--- src/rtl/xc_malu_defs_pkg.sv ---
// Shared definitions for the divide/remainder sequencer: FSM encodings and
// fixed result constants.
package xc_malu_defs;

  typedef enum logic [1:0] {
    ST_IDLE = 2'd0,
    ST_RUN  = 2'd1,
    ST_FIX  = 2'd2,
    ST_DONE = 2'd3
  } state_e;

  localparam logic [31:0] DBZ_QUOT = 32'hFFFF_FFFF;
  localparam logic [31:0] INT_MIN  = 32'h8000_0000;

endpackage

--- src/rtl/xc_malu_neg32.sv ---
// Conditional two's-complement negate of a 32-bit value (mod 2^32).
// Purely combinational.
module xc_malu_neg32 (
  input  logic        neg_i,
  input  logic [31:0] val_i,
  output logic [31:0] res_o
);

  assign res_o = neg_i ? (~val_i + 32'd1) : val_i;

endmodule

--- src/rtl/xc_malu_divrem_seq.sv ---
// Sequencer around the iterative divider: captures a div/rem request, runs the
// divider, applies RISC-V sign/div-by-zero fix-up and hands one result downstream.
module xc_malu_divrem_seq
  import xc_malu_defs::*;
#(
  parameter bit DBZ_FAST = 1'b1
) (
  input  logic        clock,
  input  logic        resetn,
  input  logic        flush,
  input  logic        issue_valid,
  output logic        issue_ready,
  input  logic [31:0] issue_rs1,
  input  logic [31:0] issue_rs2,
  input  logic        issue_signed,
  input  logic        issue_rem,
  output logic        div_valid,
  output logic [31:0] div_rs1,
  output logic [31:0] div_rs2,
  output logic        div_signed,
  input  logic        div_ready,
  input  logic [31:0] div_quot,
  input  logic [31:0] div_rem,
  output logic        res_valid,
  input  logic        res_ready,
  output logic [31:0] res_data,
  output logic        res_dbz
);

  state_e      state_q, state_d;
  logic [31:0] rs1_q, rs2_q, raw_quot_q, raw_rem_q, res_data_q;
  logic        sgn_q, rem_q, res_dbz_q;
  logic        cap_en, raw_en, res_en;

  always_comb begin
    state_d = state_q;
    cap_en  = 1'b0;
    raw_en  = 1'b0;
    res_en  = 1'b0;
    unique case (state_q)
      ST_IDLE: if (issue_valid) begin
        cap_en  = 1'b1;
        state_d = (DBZ_FAST && (issue_rs2 == '0)) ? ST_FIX : ST_RUN;
      end
      ST_RUN: if (div_ready) begin
        raw_en  = 1'b1;
        state_d = ST_FIX;
      end
      ST_FIX: begin
        res_en  = 1'b1;
        state_d = ST_DONE;
      end
      ST_DONE: if (res_ready) state_d = ST_IDLE;
      default: state_d = ST_IDLE;
    endcase
    // Flush wins over every transition, including a pending issue.
    if (flush) begin
      state_d = ST_IDLE;
      cap_en  = 1'b0;
      raw_en  = 1'b0;
      res_en  = 1'b0;
    end
  end

  logic        op_dbz, op_ovf, neg_q, neg_r;
  logic [31:0] quot_s, rem_s, fix_quot, fix_rem;

  assign op_dbz = (rs2_q == '0);
  assign op_ovf = sgn_q && (rs1_q == INT_MIN) && (rs2_q == '1);
  assign neg_q  = sgn_q & (rs1_q[31] ^ rs2_q[31]);
  assign neg_r  = sgn_q & rs1_q[31];

  xc_malu_neg32 u_neg_quot (.neg_i(neg_q), .val_i(raw_quot_q), .res_o(quot_s));
  xc_malu_neg32 u_neg_rem  (.neg_i(neg_r), .val_i(raw_rem_q),  .res_o(rem_s));

  // Divide-by-zero ignores whatever the divider produced (or skipped).
  assign fix_quot = op_dbz ? DBZ_QUOT : (op_ovf ? INT_MIN : quot_s);
  assign fix_rem  = op_dbz ? rs1_q    : (op_ovf ? '0      : rem_s);

  always_ff @(posedge clock or negedge resetn) begin
    if (!resetn) begin
      state_q    <= ST_IDLE;
      rs1_q      <= '0;
      rs2_q      <= '0;
      sgn_q      <= 1'b0;
      rem_q      <= 1'b0;
      raw_quot_q <= '0;
      raw_rem_q  <= '0;
      res_data_q <= '0;
      res_dbz_q  <= 1'b0;
    end else begin
      state_q <= state_d;
      if (cap_en) begin
        rs1_q <= issue_rs1;
        rs2_q <= issue_rs2;
        sgn_q <= issue_signed;
        rem_q <= issue_rem;
      end
      if (raw_en) begin
        raw_quot_q <= div_quot;
        raw_rem_q  <= div_rem;
      end
      if (res_en) begin
        res_data_q <= rem_q ? fix_rem : fix_quot;
        res_dbz_q  <= op_dbz;
      end
    end
  end

  assign issue_ready = resetn && (state_q == ST_IDLE) && !flush;
  assign div_valid   = (state_q == ST_RUN);
  assign div_rs1     = rs1_q;
  assign div_rs2     = rs2_q;
  assign div_signed  = sgn_q;
  assign res_valid   = (state_q == ST_DONE);
  assign res_data    = res_data_q;
  assign res_dbz     = res_dbz_q;

endmodule
--- config.mk ---
export PLATFORM = sky130hd
export DESIGN_NAME = xc_malu_divrem_seq
export DESIGN_NICKNAME = d
export VERILOG_FILES = /design/src/rtl/xc_malu_defs_pkg.sv /design/src/rtl/xc_malu_neg32.sv /design/src/rtl/xc_malu_divrem_seq.sv
export SDC_FILE = /design/constraint.sdc
export NUM_CORES = 1
export LEC_CHECK = 0
export BUFFER_PORTS_ARGS = -buffer_cell sky130_fd_sc_hd__buf_2
export CORE_ASPECT_RATIO = 0.9
export CORE_MARGIN = 1.5
export CORE_UTILIZATION = 50
export DETAILED_ROUTE_END_ITERATION = 6
export GPL_ROUTABILITY_DRIVEN = 0
export PLACE_DENSITY = 0.74
export SLEW_MARGIN = 10
export SYNTH_ARGS = -nofsm -noshare
export SYNTH_HDL_FRONTEND = slang
export SYNTH_SLANG_ARGS = --single-unit
--- constraint.sdc ---
create_clock -name clock -period 3.68 [get_ports clock]
set_input_delay 0.736 -clock clock [delete_from_list [all_inputs] [get_ports clock]]
set_output_delay 0.736 -clock clock [all_outputs]
set_load 0.02 [all_outputs]
==> results of run 1 <==
-- final timing paths --
kind | from | endpoint | slack [ns]
hold reg to reg | res_dbz$_DFFE_PN0P_ | res_dbz$_DFFE_PN0P_ | 0.48
hold / removal | resetn | div_rs2[10]$_DFFE_PN0P_ | 0.35
min in group clock | res_dbz$_DFFE_PN0P_ | res_dbz$_DFFE_PN0P_ | 0.48
setup reg to reg | div_rs1[4]$_DFFE_PN0P_ | res_data[20]$_DFFE_PN0P_ | 0.63
setup / recovery | div_rs1[4]$_DFFE_PN0P_ | res_data[20]$_DFFE_PN0P_ | 0.63
max in group asynchronous | resetn | raw_quot_q[19]$_DFFE_PN0P_ | 2.49
-- critical path, delay by kind of cell (launching register included) --
kind	cells	cell delay [ns]
flops	1	0.44
simple gates	6	2.02
compound gates	1	0.47
-- Yosys cell counts, drive strengths merged (2+ instances only) --
library cell / instances / area (um2)
nand4: 11 / 68.8
nor3: 22 / 110
nand3: 6 / 30.0
or4: 9 / 71.3
buf: 5 / 43.8
mux2i: 4 / 40.0
nor4: 28 / 175
clkbuf: 34 / 148
xor2: 37 / 324
o221ai: 3 / 26.3
o31a: 3 / 26.3
nand4b: 3 / 26.3
a22o: 5 / 43.8
a21oi: 40 / 200
xnor2: 21 / 184
inv: 10 / 37.5
nand2b: 4 / 25.0
o31ai: 14 / 105
o21a: 4 / 30.0
o22a: 2 / 17.5
or2: 2 / 12.5
nand3b: 3 / 22.5
and2: 3 / 20.0
o2111ai: 2 / 17.5
or3: 7 / 48.8
a211oi: 6 / 45.0
a221oi: 19 / 173
dfrtp: 165 / 4130
nor2: 49 / 186
mux2: 130 / 1460
o41ai: 7 / 61.3
o21ai: 21 / 105
o211ai: 4 / 30.0
nand2: 44 / 168
ha: 6 / 75.1
a31oi: 8 / 50.1
-- metal layers --
| metal | vias to the layer above | GRT usage [%] | part of all wire [%] |
|---|---|---|---|
| met2 | 334 | 41.6 | 44 |
| met3 | 35 | 7.25 | 8.3 |
| met1 | 3451 | 41.1 | 45 |
| li1 | 3256 | - | - |
| met5 | - | 0 | 0 |
| met4 | 0 | 8.61 | 2.3 |
-- logic make-up after synthesis --
family | Yosys count
XOR/XNOR | 58
AO/OA/AOI/OAI | 143
buffers and inverters | 49
AND/OR/NAND/NOR | 199
multiplexers | 134
adder cells (fa/ha/maj) | 6
flip-flops | 165
-- flip-flops by register name, indices dropped and copies added, names as in the netlist --
name	cells
rem_q	1
div_signed	1
raw_rem_q	32
div_rs1	32
div_rs2	32
raw_quot_q	32
res_dbz	1
res_data	32
state_q	2
-- cell type report --
| type | instances | area, um2 | area share (%) |
|---|---|---|---|
| Antenna cell | 1 | 2.50 | 0.0242 |
| Sequential cell | 165 | 4130 | 40.0 |
| Timing Repair Buffer | 243 | 1250 | 12.1 |
| Tap cell | 207 | 259 | 2.51 |
| Clock buffer | 17 | 425 | 4.12 |
| Multi-Input combinational cell | 540 | 4090 | 39.6 |
| Clock inverter | 14 | 129 | 1.25 |
| Inverter | 10 | 37.5 | 0.364 |
-- where the power goes --
part	switching, mW	internal [mW]	leakage [nW]
clock network	0.749	0.934	0.271
registers	1.13	2.72	1.98
logic	2.62	1.99	2.44
total	4.49	5.64	4.69
==> results.json, run 1 <==
{
  "tightest_slew_ns": 1.10,
  "cp.required_ns": 3.98,
  "postLayoutCoreUtil_pct": 63.1,
  "clk_pin_slew_ns": 0.07,
  "num_vias": 7076,
  "timing.setup.tns_ns": 0,
  "cpMaxStageDelayCell": "or4_1",
  "drtPass1Iterations": 4,
  "maxCapViolations": 0,
  "worst-setup-path-type": "register to register",
  "placed_area_mm2": 0.00977,
  "hp-class": "input pin to async pin",
  "synth_nets": 896,
  "syn_inst": 754,
  "grt_setup_unrepaired": "false",
  "layout-drive-gt1-share_pct": 42.0,
  "area_growth_pct": 22.2,
  "synthDistinctLibCells": 59,
  "ios": 237,
  "cts-resized-gates": 0,
  "core_area_mm2": 0.0164,
  "r2r_cells": 7,
  "synth-compound-area-share_pct": 11.5,
  "layout_common_cells": "235 x buf_2, 165 x dfrtp_1, 130 x mux2_2",
  "cts_made_buffers": 17,
  "postCtsSetupBuffers": 0,
  "fin_area_mm2": 0.0103,
  "cts_max_level": 4,
  "outcome": "finished clean",
  "chipHeight_um": 126,
  "grt_pass1_wl_um": 38400,
  "mostFrequentLayoutCell": "buf_2",
  "slew_headroom_pct": 26.1,
  "finClkSkew_ns": 0.00862,
  "yosys.area_share.simple_pct": 12.2,
  "setup_viol": 0,
  "end_kind": "register",
  "fp.dieArea_mm2": 0.0177,
  "dpl_worst_slack_ns": 0.708,
  "drt-initial-drc-count": 579,
  "slew_violations": 0,
  "ctsLongestPathBuffers": 2,
  "drcViolationCount": 0,
  "finalCritPeriodShare_pct": 82.9,
  "synth.yosys.seq_area_share_pct": 48.9,
  "cpMostUsedCell": "nor3_1",
  "layout_setup_ws_ns": 0.629,
  "dp_hpwl_um": 18100,
  "power_mw": 10.1,
  "rows": 44,
  "grt-ovfl-total": 0,
  "synth_top_family_by_area": "multiplexers",
  "fmaxAchievable_mhz": 328,
  "synth-async-reset-ratio_pct": 100,
  "cts_root_buf": "clkbuf_16",
  "arrival_ns": 3.35,
  "initial_core_util_pct": 51.7,
  "crit_chain": "nor4_1, nand4_1, or4_1, nor3_1, nor2_1, a221oi_1, nor3_1",
  "clk_latency_ns": 0.42,
  "cts_hold_buf": 0,
  "wl_per_cell_um": 20.4,
  "grt_pass1_vias": 6901,
  "clock_sinks": 165,
  "synthFlopType": "dfrtp_1",
  "avgSynthCellArea_um2": 11.2,
  "viasPerCell": 5.91,
  "final_cells": 1197,
  "p_leak_nw": 4.69,
  "synthXorXnorAreaFrac_pct": 6.01,
  "crit_fanout": 15,
  "whs_ns": 0.351,
  "final_nets": 1119,
  "yosys_warnings": 0,
  "peakVddDrop_mv": 0.501,
  "grt_max_degree": 166,
  "synthAdderAreaFrac_pct": 0.889,
  "dp_cells": 1165,
  "tritoncts": "yes",
  "wl_um": 24400,
  "track_usage_pct": 28.2,
  "synth.area.mux_share_pct": 17.8,
  "antenna_found_initial": 1,
  "pwr_density_cell_mw_per_mm2": 982,
  "synth_edf_count": 0,
  "ant_nets": 0,
  "hold_viol": 0,
  "slowest_delay_ns": 0.58,
  "portBuffers": 236,
  "synth.cell_area_mm2": 0.00845,
  "synth_seq_cells": 165,
  "fin_crit_ns": 3.05,
  "start_kind": "register",
  "die_w_um": 140,
  "num-fill-cells": 1338
}
Note: power is estimated with default switching activity, not from simulation.
==> run 2, diff against run 1 <==
==> constraint.sdc (replaced) <==
create_clock -name clock -period 2.95 [get_ports clock]
set_input_delay 0.59 -clock clock [delete_from_list [all_inputs] [get_ports clock]]
set_output_delay 0.59 -clock clock [all_outputs]
set_load 0.02 [all_outputs]
==> results.json, run 2 (synthesis results as in run 1) <==
{
  "outcome": "finished clean",
  "clk_pin_slew_ns": 0.07,
  "clk_latency_ns": 0.44,
  "portBuffers": 236,
  "num_vias": 7181,
  "mostFrequentLayoutCell": "buf_2",
  "worst-setup-path-type": "register to register",
  "die_w_um": 140,
  "final_nets": 1132,
  "tritoncts": "yes",
  "placed_area_mm2": 0.00989,
  "postCtsSetupBuffers": 0,
  "timing.setup.tns_ns": 0,
  "hp-class": "input pin to async pin",
  "cts-resized-gates": 0,
  "tightest_slew_ns": 0.872,
  "layout-drive-gt1-share_pct": 42.9,
  "pwr_density_cell_mw_per_mm2": 1230,
  "cts_max_level": 4,
  "power_mw": 12.9,
  "cts_made_buffers": 17,
  "viasPerCell": 5.94,
  "maxCapViolations": 0,
  "grt_pass1_wl_um": 38500,
  "grt_max_degree": 166,
  "setup_viol": 0,
  "drtPass1Iterations": 5,
  "dpl_worst_slack_ns": 0.166,
  "wl_um": 24600,
  "cp.required_ns": 3.26,
  "drcViolationCount": 0,
  "grt-ovfl-total": 0,
  "drt-initial-drc-count": 664,
  "p_leak_nw": 4.79,
  "start_kind": "register",
  "grt_pass1_vias": 6935,
  "area_growth_pct": 24.2,
  "drt-met1-wl_um": 11100,
  "slew_violations": 0,
  "fin_crit_ns": 2.83,
  "peakVddDrop_mv": 0.742,
  "ios": 237,
  "chipHeight_um": 126,
  "layout_setup_ws_ns": 0.124,
  "grt_setup_unrepaired": "false",
  "core_area_mm2": 0.0164,
  "arrival_ns": 3.14,
  "fp.dieArea_mm2": 0.0177,
  "antenna_found_initial": 0,
  "dr_wl_met2_um": 10700,
  "rows": 44,
  "wl_met3_um": 2030,
  "postLayoutCoreUtil_pct": 64.2,
  "ant_nets": 0,
  "finalCritPeriodShare_pct": 95.8,
  "initial_core_util_pct": 51.7,
  "finClkSkew_ns": 0.0146,
  "slew_headroom_pct": 41.9,
  "num_antenna_cells": 0,
  "cts_root_buf": "clkbuf_16",
  "crit_fanout": 15,
  "wl_per_cell_um": 20.3,
  "hold_viol": 0,
  "routed.top_layer": "met4",
  "layout_common_cells": "235 x buf_2, 165 x dfrtp_1, 130 x mux2_2",
  "clock_sinks": 165,
  "cts_hold_buf": 0,
  "end_kind": "register",
  "fin_area_mm2": 0.0105,
  "ctsLongestPathBuffers": 2,
  "track_usage_pct": 28.5,
  "fmaxAchievable_mhz": 354,
  "dp_hpwl_um": 18200
}
==> run 2: cell count changes in the layout (fill, tap and decap cells not counted), moves of 2 or more <==
cell      delta
buf_12       +2
buf_4       +11
clkbuf_8     +2
clkinv_2     -2
clkinv_4     -4
inv_6        +4
==> run 2: layout make-up <==
cell class / count / area, um2
fill: 1315 / 5860
sequential: 165 / 4130
multi-input combinational: 540 / 4100
timing repair buffer: 256 / 1380
clock buffer: 19 / 453
tap: 207 / 259
clock inverter: 12 / 141
inverter: 10 / 37.5
==> run 2: stage by stage <==
| step | hold slack (ns) | instances |
|---|---|---|
| after floorplan | 0.294 | 754 |
| after global placement | 0.450 | 1178 |
| after detailed placement | 0.462 | 1178 |
| after CTS | 0.367 | 1209 |
| after global routing | 0.361 | 1209 |
| final | 0.318 | 1209 |
==> run 2: path summary, 6_finish.rpt <==
kind	to	start	slack, ns	depth (start not counted)
setup / recovery	res_data[20]$_DFFE_PN0P_	div_rs1[16]$_DFFE_PN0P_	0.12	7
hold / removal	div_rs2[10]$_DFFE_PN0P_	resetn	0.32	2
setup reg to reg	res_data[20]$_DFFE_PN0P_	div_rs1[16]$_DFFE_PN0P_	0.12	7
hold reg to reg	res_data[0]$_DFFE_PN0P_	res_data[0]$_DFFE_PN0P_	0.47	2
max in group asynchronous	raw_quot_q[24]$_DFFE_PN0P_	resetn	1.99	2
min in group clock	div_rs1[14]$_DFFE_PN0P_	issue_rs1[14]	0.38	2
==> run 2: critical path, stage by stage, from the launching register on <==
cell      delay, ns
dfrtp_1        0.43
nor4_1         0.45
nand4_1        0.15
or4_1          0.59
nor3_1         0.30
nor2_2         0.23
a221oi_1       0.44
nor3_1         0.09
==> run 2: report_power, final <==
part           internal, mW  switching (mW)
Clock                  1.30           0.954
Combinational          2.54            3.30
Sequential             3.39            1.37
Total                  7.24            5.62
==> run 2: layer usage <==
layer | global-route usage (%) | vias to the layer above
met5 | 0 | -
met4 | 9.85 | 0
met3 | 7.29 | 55
met2 | 42.9 | 324
met1 | 40.3 | 3515
li1 | - | 3287
==> run 3, diff against run 2 <==
--- a/config.mk
+++ b/config.mk
@@ -5,14 +5,13 @@
 export SDC_FILE = /design/constraint.sdc
 export NUM_CORES = 1
 export LEC_CHECK = 0
-export BUFFER_PORTS_ARGS = -buffer_cell sky130_fd_sc_hd__buf_2
 export CORE_ASPECT_RATIO = 0.9
 export CORE_MARGIN = 1.5
 export CORE_UTILIZATION = 50
 export DETAILED_ROUTE_END_ITERATION = 6
+export DONT_BUFFER_PORTS = 1
 export GPL_ROUTABILITY_DRIVEN = 0
-export PLACE_DENSITY = 0.74
-export SLEW_MARGIN = 10
+export PLACE_DENSITY = 0.62
 export SYNTH_ARGS = -nofsm -noshare
 export SYNTH_HDL_FRONTEND = slang
 export SYNTH_SLANG_ARGS = --single-unit
==> results.json, run 3 (synthesis results as in run 1) <==
{
  "slew_headroom_pct": 53.9,
  "postLayoutCoreUtil_pct": 57.9,
  "cp.depth": 8,
  "drcViolationCount": 0,
  "area_growth_pct": 12.1,
  "fmaxAchievable_mhz": 350,
  "viasPerCell": 6.41,
  "grt_pass1_wl_um": 37100,
  "end_kind": "register",
  "initial_core_util_pct": 51.7,
  "antenna_found_initial": 1,
  "num_vias": 6349,
  "crit_family": "simple AND/OR/NAND/NOR gates",
  "layout-drive-gt1-share_pct": 27.1,
  "ant_nets": 0,
  "grt_setup_unrepaired": "false",
  "r2r_cells": 8,
  "fin_crit_ns": 2.86,
  "tightest_slew_ns": 0.688,
  "failed_checks": "negative hold slack",
  "peakVddDrop_mv": 0.599,
  "clk_latency_ns": 0.43,
  "fin_area_mm2": 0.00947,
  "clock_sinks": 165,
  "mostFrequentLayoutCell": "dfrtp_1",
  "crit_chain": "nor4_2, nand4_1, or4_1, nor3_1, buf_4, nor3_1, a211oi_1, o31ai_1",
  "grt-ovfl-total": 0,
  "pwr_density_cell_mw_per_mm2": 1320,
  "core_area_mm2": 0.0164,
  "finClkSkew_ns": 0.00829,
  "worst-setup-path-type": "register to register",
  "track_usage_pct": 27.8,
  "dpl_worst_slack_ns": -0.0133,
  "arrival_ns": 3.16,
  "finalCritPeriodShare_pct": 96.9,
  "slew_violations": 0,
  "placed_area_mm2": 0.00882,
  "maxCapViolations": 0,
  "cpMaxStageDelayCell": "or4_1",
  "cts_max_level": 4,
  "dp_cells": 958,
  "timing.setup.tns_ns": 0,
  "start_kind": "register",
  "rows": 44,
  "crit_fanout": 6,
  "drt-initial-drc-count": 502,
  "portBuffers": 0,
  "cp.required_ns": 3.25,
  "outcome": "complete, but fails checks",
  "final_nets": 912,
  "p_leak_nw": 3.90,
  "power_mw": 12.5,
  "layout_common_cells": "165 x dfrtp_1, 130 x mux2_2, 47 x nor2_1",
  "layout_setup_ws_ns": 0.0918,
  "ctsLongestPathBuffers": 2,
  "wl_per_cell_um": 24.2,
  "hp-class": "input pin to async pin",
  "wl_um": 24000,
  "cts_root_buf": "clkbuf_16",
  "r2r-end": "res_data[11]$_DFFE_PN0P_",
  "path_buf_inv": 1,
  "whs_ns": -0.145,
  "drtPass1Iterations": 5,
  "setup_viol": 0,
  "fp.dieArea_mm2": 0.0177,
  "ios": 237,
  "r2r-start": "div_rs1[5]$_DFFE_PN0P_",
  "chipHeight_um": 126,
  "clk_pin_slew_ns": 0.07,
  "slowest_delay_ns": 0.63,
  "dp_hpwl_um": 17900,
  "cts_made_buffers": 17,
  "r2r_slack_ns": 0.09,
  "cpMostUsedCell": "nor3_1",
  "final_cells": 991,
  "hold_viol": 165,
  "grt_max_degree": 167,
  "die_w_um": 140,
  "tritoncts": "yes",
  "grt_pass1_vias": 6310
}
## run 3: changes by cell type in the layout (fill, tap and decap cells not counted), moves of 3 or more
cell,previous run,this run
buf_2,235,0
clkinv_4,0,3
buf_4,17,33
inv_6,6,1
clkbuf_1,0,3
## run 3: worst max-delay path by stage
| stage | startpoint | end | slack, ns |
|---|---|---|---|
| floorplan | raw_rem_q[14]$_DFFE_PN0P_ | res_data[25]$_DFFE_PN0P_ | 0.37 |
| global placement | div_rs1[5]$_DFFE_PN0P_ | res_data[19]$_DFFE_PN0P_ | 0.09 |
| detailed placement | div_rs1[5]$_DFFE_PN0P_ | res_data[9]$_DFFE_PN0P_ | -0.01 |
| CTS | div_rs1[5]$_DFFE_PN0P_ | res_data[9]$_DFFE_PN0P_ | 0.14 |
| global route | div_rs1[5]$_DFFE_PN0P_ | res_data[11]$_DFFE_PN0P_ | 0.04 |
| finish | div_rs1[5]$_DFFE_PN0P_ | res_data[11]$_DFFE_PN0P_ | 0.09 |
## run 3: power by group
group / switching (mW) / internal [mW] / leakage [nW] / total, mW
combinational: 2.58 / 2.23 / 1.64 / 4.82
clock: 0.911 / 1.38 / 0.287 / 2.29
sequential: 2.05 / 3.38 / 1.98 / 5.43
## run 3: repair_timing
action | CTS | global route
setup endpoints to repair | 3 | 14
resized for setup | 1 | 5
endpoints found under the hold margin | 165 | 165
buffers inserted | 0 | 0
## run 3: final cells by class
cell class / count / area, um2
fillers: 1371 / 6880
clock buffers: 22 / 464
diodes: 1 / 2.50
multi-input cells: 540 / 4120
inverters: 10 / 37.5
well taps: 207 / 259
flip-flops and latches: 165 / 4130
repair buffers: 36 / 308
clock inverters: 10 / 148
## run 3: worst reg2reg max path: cells and delay by family, from the launching register on
family	cells	cell delay, ns
AOI/OAI and AO/OA	2	0.51
and+or+nand+nor	5	1.61
buffers and inverters	1	0.22
DFF	1	0.38
## run 3: metal layers
| metal | up-vias | routed length, um | track usage [%] |
|---|---|---|---|
| met5 | - | 0 | 0 |
| li1 | 2843 | - | - |
| met2 | 322 | 10500 | 39.4 |
| met3 | 38 | 2290 | 9.97 |
| met1 | 3146 | 10600 | 38.8 |
| met4 | 0 | 607 | 11.1 |
